**src/rtl/mygo_fifo_flex.sv**
```systemverilog
// Parameterised synchronous FIFO with valid/ready handshakes, synchronous flush and occupancy flags.
// Define MYGO_FIFO_BYPASS_EN to let a word pass straight through combinationally while the FIFO is empty.
module mygo_fifo_flex #(
  parameter  int WIDTH    = 32,
  parameter  int DEPTH    = 4,
  parameter  int AF_LEVEL = DEPTH - 1,
  parameter  int AE_LEVEL = 1,
  localparam int CB       = ($clog2(DEPTH + 1) > 1) ? $clog2(DEPTH + 1) : 1
) (
  input  logic             clk,
  input  logic             rst,
  input  logic [WIDTH-1:0] in_data,
  input  logic             in_valid,
  output logic             in_ready,
  output logic [WIDTH-1:0] out_data,
  output logic             out_valid,
  input  logic             out_ready,
  input  logic             flush,
  output logic [CB-1:0]    count,
  output logic             almost_full,
  output logic             almost_empty
);

  localparam int PW = (DEPTH > 1) ? $clog2(DEPTH) : 1;

  localparam logic [CB-1:0] DEPTH_C = CB'(DEPTH);
  localparam logic [CB-1:0] AF_C    = CB'(AF_LEVEL);
  localparam logic [CB-1:0] AE_C    = CB'(AE_LEVEL);
  localparam logic [PW-1:0] LAST_C  = PW'(DEPTH - 1);

  logic [WIDTH-1:0] r_mem [DEPTH];
  logic [PW-1:0]    r_wr_ptr;
  logic [PW-1:0]    r_rd_ptr;
  logic [CB-1:0]    r_count;

  logic w_empty;
  logic w_push;
  logic w_pop;
  logic w_skip;

  function automatic logic [PW-1:0] next_ptr(input logic [PW-1:0] ptr);
    return (ptr == LAST_C) ? '0 : ptr + PW'(1);
  endfunction

  assign w_empty  = (r_count == '0);
  assign in_ready = (r_count < DEPTH_C) & ~flush;

`ifdef MYGO_FIFO_BYPASS_EN
  logic w_bypass;
  assign w_bypass  = w_empty & ~flush;
  assign out_valid = w_bypass ? in_valid : (~w_empty & ~flush);
  assign out_data  = w_bypass ? in_data  : r_mem[r_rd_ptr];
`else
  assign out_valid = ~w_empty & ~flush;
  assign out_data  = r_mem[r_rd_ptr];
`endif

  assign w_push = in_valid & in_ready;
  assign w_pop  = out_valid & out_ready;

`ifdef MYGO_FIFO_BYPASS_EN
  // A word handed straight through an empty FIFO never touches storage.
  assign w_skip = w_bypass & w_push & w_pop;
`else
  assign w_skip = 1'b0;
`endif

  always_ff @(posedge clk or negedge rst) begin
    // NOTE: sequential state uses non-blocking assignments so every register samples pre-edge values.
    if (!rst) begin
      r_wr_ptr <= '0;
      r_rd_ptr <= '0;
      r_count  <= '0;
    end else if (flush) begin
      r_wr_ptr <= '0;
      r_rd_ptr <= '0;
      r_count  <= '0;
    end else if (!w_skip) begin
      if (w_push) r_wr_ptr <= next_ptr(r_wr_ptr);
      if (w_pop)  r_rd_ptr <= next_ptr(r_rd_ptr);
      case ({w_push, w_pop})
        2'b10:   r_count <= r_count + CB'(1);
        2'b01:   r_count <= r_count - CB'(1);
        default: r_count <= r_count;
      endcase
    end
  end

  // NOTE: storage has no reset; the pointers and count alone define which entries are valid.
  always_ff @(posedge clk) begin
    if (w_push && !w_skip) r_mem[r_wr_ptr] <= in_data;
  end

  assign count        = r_count;
  assign almost_full  = (r_count >= AF_C);
  assign almost_empty = (r_count <= AE_C);

endmodule
```
**config.mk**
```make
export PLATFORM = sky130hd
export DESIGN_NAME = mygo_fifo_flex
export DESIGN_NICKNAME = d
export VERILOG_FILES = /design/src/rtl/mygo_fifo_flex.sv
export SDC_FILE = /design/constraint.sdc
export NUM_CORES = 1
export LEC_CHECK = 0
export CAP_MARGIN = 20
export CORE_MARGIN = 2
export CORE_UTILIZATION = 35
export CTS_CLUSTER_DIAMETER = 100
export DETAILED_ROUTE_END_ITERATION = 6
export GPL_ROUTABILITY_DRIVEN = 0
export PLACE_DENSITY = 0.59
export SKIP_LAST_GASP = 1
export SLEW_MARGIN = 20
export SYNTH_ARGS = -nofsm -noshare
export SYNTH_HDL_FRONTEND = slang
export SYNTH_SLANG_ARGS = --single-unit
```
**constraint.sdc**
```tcl
create_clock -name clk -period 3.9 [get_ports clk]
set_clock_uncertainty 0.1 [all_clocks]
set_input_delay 0.39 -clock clk [delete_from_list [all_inputs] [get_ports clk]]
set_output_delay 0.39 -clock clk [all_outputs]
set_load 0.005 [all_outputs]
```
# Yosys cells after proc, flatten, opt, wreduce, memory -nomap -nowiden
# Memory sizes are Yosys's and may differ from the RTL's.
# Cells that the tools add are included.
[classes] n_eq_ne=4 add_sub_neg=4 reduce_logical=4 n_mux=10 n_div=0 multipliers=0 shift=0 order_cmp=3 bitwise=6
[op_table] operator="two-way mux 2 bit" n=6
[op_table] operator="== test 2 bit, second input constant" n=3
[op_table] operator="case mux 3 bit (2 select lines)" n=1
[op_table] operator="adder 2 x 1 -> 2 bit, second input constant" n=2
[op_table] operator="bitwise AND 1 bit" n=4
[op_table] operator="nonzero test 2 bit" n=2
[op_table] operator="adder 3 x 1 -> 3 bit, second input constant" n=1
[op_table] operator=">= comparator 3 x 2 -> 1 bit, second input constant" n=1
[op_table] operator="<= comparator 3 x 1 -> 1 bit, second input constant" n=1
[op_table] operator="logical NOT 3 bit" n=1
[op_table] operator="< comparator 3 bit, second input constant" n=1
[op_table] operator="two-way mux 3 bit" n=1
[op_table] operator="nonzero test 3 bit" n=1
[op_table] operator="subtractor 3 x 1 -> 3 bit, second input constant" n=1
[op_table] operator="== test 2 x 1 -> 1 bit, second input constant" n=1
[op_table] operator="two-way mux 1 bit" n=2
[op_table] operator="NOT 1 bit" n=2
[word_totals] romBits=0 memories=1 wordCells=35 latchBits=0 ff_bits=7 out_inout_bits=39 ram_bits=128
[memory_table] name="r_mem" depth=4 word_bits=32 read_ports=1 rd_ports_with_merged_regs=0 write_ports=1 line_no="31" source="logic [WIDTH-1:0] r_mem [DEPTH];"

# Longest topological paths before layout
[depth] ltp_word=7 mapped_depth=6 ltp_nobuf=6

# Worst setup path after synthesis
# No wires, ideal clock.
[synth_path] kind="input-to-reg" startpoint="input flush" endpoint="memory r_mem[0][0] (enable)" t_required_ns=3.408 n_path_buf=1 slack_ns=1.755 t_arrival_ns=1.652 stages=3 path_cell_list="buf_2 > nor2_1 > and3_1"
[synth_between] elab_chain_cells=5
[synth_lines] item="from (decl)" line_no="18" source="input logic flush,"
[synth_lines] item="NOT 1 bit" line_no="46" source="assign in_ready = (r_count < DEPTH_C) & ~flush;"
[synth_lines] item="bitwise AND 1 bit" line_no="46"
[synth_lines] item="net in_ready" line_no="14" source="output logic in_ready,"
[synth_lines] item="bitwise AND 1 bit" line_no="58" source="assign w_push = in_valid & in_ready;"
[synth_lines] item="two-way mux 1 bit" line_no="91" source="if (w_push && !w_skip) r_mem[r_wr_ptr] <= in_data;"
[synth_lines] item="two-way mux 1 bit (not written as such)" line_no="91"
[synth_lines] item="to (decl)" line_no="31"
# The timed path passes the listed nets, and every way through them passes these cells.

# Final worst setup path
[layout_path] startpoint="register r_rd_ptr[1]" endpoint="output out_data[24]"
[layout_between] elab_chain_cells=1
[layout_lines] item="from (decl)" line_no="33" source="logic [PW-1:0] r_rd_ptr;"
[layout_lines] item="from (signal assigned)" line_no="80" source="if (w_pop) r_rd_ptr <= next_ptr(r_rd_ptr);"
[layout_lines] item="memory read (4 x 32 bit)"
[layout_lines] item="to (decl)" line_no="15" source="output logic [WIDTH-1:0] out_data,"
# No other way between the ends.

==> flow_metrics.tcl <==
set metrics [dict create \
    antenna_found_initial 0 \
    die_h_um 125.7 \
    regArea_mm2 0.004021 \
    core-area_mm2 0.01448 \
    drcViolationCount 0 \
    finalNonFillerCells 513 \
    areaGrowthSynthToFinish_pct 31.09 \
    dp.cells 481 \
    vias 2465 \
    ios 76 \
    worst_ep_required_time_ns 3.41 \
    utilization_pct 46.90 \
    num_rows 44 \
    grt_pass1_vias 2686 \
    ys_seq_area_share_pct 77.58 \
    wirelength_um 9402 \
    ctsHoldBuffers 0 \
    synth_cells 230 \
    multi_input_comb_area_mm2 0.001096 \
    fillers 1221 \
    yosysWarnings 0 \
    critPathLaunchType "flip-flop" \
    period_needed_ns 2.771 \
    rsz0062_at_grt "no" \
    dieArea_mm2 0.01579 \
    vias_per_cell 4.805 \
    cts-htree-levels 4 \
    synth_cell_types 25 \
    setup_tns_ns 0 \
    grt_max_degree 36 \
    insertion_delay_ns 0.42 \
    maxCapViolCount 0 \
    grt_overflow 0 \
    arrival_ns 2.28 \
    cts-root-buf "clkbuf_16" \
    wl_per_cell_um 18.33 \
    p_leak_nw 2.215 \
    syn_avg_cell_area_um2 22.52 \
    status "finished clean" \
    ant_nets 0 \
    path_max_fanout 34 \
    setup_viol 0 \
    ctsLongestPathBuffers 2 \
    synth_ff_type "edfxtp_1" \
    clk_transition_reported_paths_ns 0.06 \
    slew_violations 0 \
    hpwl_um 5685 \
    dieWidth_um 125.7 \
    fin_crit_sh_pct 71.04 \
    hold_viol 0 \
    drt_iter0_markers 213 \
    cts_repair_resize_count 0 \
    final_layout_size_suffix_gt1_share_pct 23.10 \
    slew_headroom_pct 42.69 \
    finalNetCount 363 \
    fmax_mhz 360.9 \
    ys_seq_elements 135 \
    crit_type "reg2out" \
    synth_edf_count 128 \
    hold_class "in2async" \
    dp_slack_ns 1.162 \
    power_mw 4.233 \
    synthArstFlopShare_pct 5.185 \
    numCtsBuffers 17 \
    ir_drop_mv 0.2956 \
    synth_fp_nets 277 \
    cts_tree "built" \
    grt.total_usage_pct 12.81 \
    end_kind "output port" \
    power.density_mw_per_mm2 623.4 \
    worstMarginPinSlew_ns 0.8597 \
    syn_area_mm2 0.005180 \
    firstDrtPassIters 4 \
    postCtsSetupBuffers 0 \
    diodes 0 \
    cts_num_sinks 135 \
    start_util_pct 35.78 \
    fin_ws_ns 1.129 \
    port_buffers 75 \
    grt_pass1_wl_um 14840 \
]
-- stage by stage --
step | area [µm²] | hold WS, ns
after global placement | 6137 | 0.4836
after floorplan | 5180 | -0.005591
final | 6790 | 0.1445
after CTS | 6790 | 0.1465
after detailed placement | 6137 | 0.5120
after global routing | 6790 | 0.1513
-- cell families (layout without fill, tap and decap cells) --
| logic type | after synthesis | count (layout) | share of synthesized area, % |
|---|---|---|---|
| AO/OA/AOI/OAI | 9 | 9 | 1.159 |
| XOR/XNOR | 2 | 2 | 0.3382 |
| adder cells (fa/ha/maj) | 11 | 11 | 2.609 |
| buffers and inverters | 14 | 113 | 1.353 |
| flip-flops | 135 | 135 | 77.58 |
| multiplexers | 34 | 34 | 14.30 |
| AND/OR/NAND/NOR | 25 | 25 | 2.657 |
-- layout make-up --
cell class              count  area share [%]
clock buffers              17           6.265
inverters                   5          0.2764
flip-flops and latches    135           59.22
repair buffers             76           11.35
well taps                 184           3.390
clock inverters            15           3.354
multi-input cells          81           16.14
-- synthesized netlist by cell type, types with 2 or more instances --
master / count / share of area (%)
xnor2_1: 2 / 0.34
nor2_1: 12 / 0.87
edfxtp_1: 128 / 74
dfrtp_1: 7 / 3.4
and3_1: 4 / 0.48
buf_2: 5 / 0.48
a21oi_1: 3 / 0.29
o21ai_0: 2 / 0.19
mux4_2: 32 / 14
inv_1: 5 / 0.36
nand2b_1: 3 / 0.36
ha_1: 10 / 2.4
nand2_1: 2 / 0.14
mux2i_1: 2 / 0.39
buf_4: 3 / 0.43
-- where the power goes --
group          switching [mW]  total, mW  internal, mW
clock network           0.591       1.73          1.14
logic                   0.308      0.755         0.447
registers              0.0567       1.75          1.69
-- worst max-delay path, cell delays in order, from the launching register on --
cell and delay [ns]:
dfrtp_2 0.93, mux4_2 0.45, clkdlybuf4s50_1 0.47
-- state kept, by name, summed over array words and instances (netlist names) --
name and count:
r_rd_ptr 2, r_mem 128, count 3, r_wr_ptr 2
-- final timing paths --
path,startpoint,to,slack (ns),depth (start not counted)
worst min register to register,r_wr_ptr[1],r_wr_ptr[1],0.52,2
worst max register to register,count[2],r_mem[1][22],1.82,2
worst max-delay path,r_rd_ptr[1],out_data[24],1.13,2
max in group asynchronous,rst,r_rd_ptr[0],3.27,1
min in group clk,in_data[1],r_mem[2][1],0.52,1
worst min-delay path,rst,count[0],0.14,1
-- per-layer routing --
| metal | global-route usage [%] | share of wire (%) | up-vias |
|---|---|---|---|
| li1 | - | - | 1120 |
| met1 | 15.65 | 43 | 1263 |
| met2 | 20.83 | 50 | 69 |
| met3 | 4.800 | 5.8 | 13 |
| met4 | 4.967 | 1.5 | 0 |
| met5 | 0 | 0 | - |
-- placed cells by master (no fill, tap or decap), drive strengths merged --
master,n
edfxtp,128
clkdlybuf4s50,75
mux4,32
clkbuf,17
nor2,12
ha,10
clkinv,7
dfrtp,7
inv,6
bufinv,5
and3,4
a21oi,3
nand2b,3
o21ai,2
xnor2,2
mux2i,2
nand2,2
clkinvlp,2
a211oi,2
nor2b,1
nor3b,1
and2b,1
nor3,1
maj3,1
a21o,1
a31oi,1
buf,1
No activity file was read; power rests on OpenSTA's default activity.
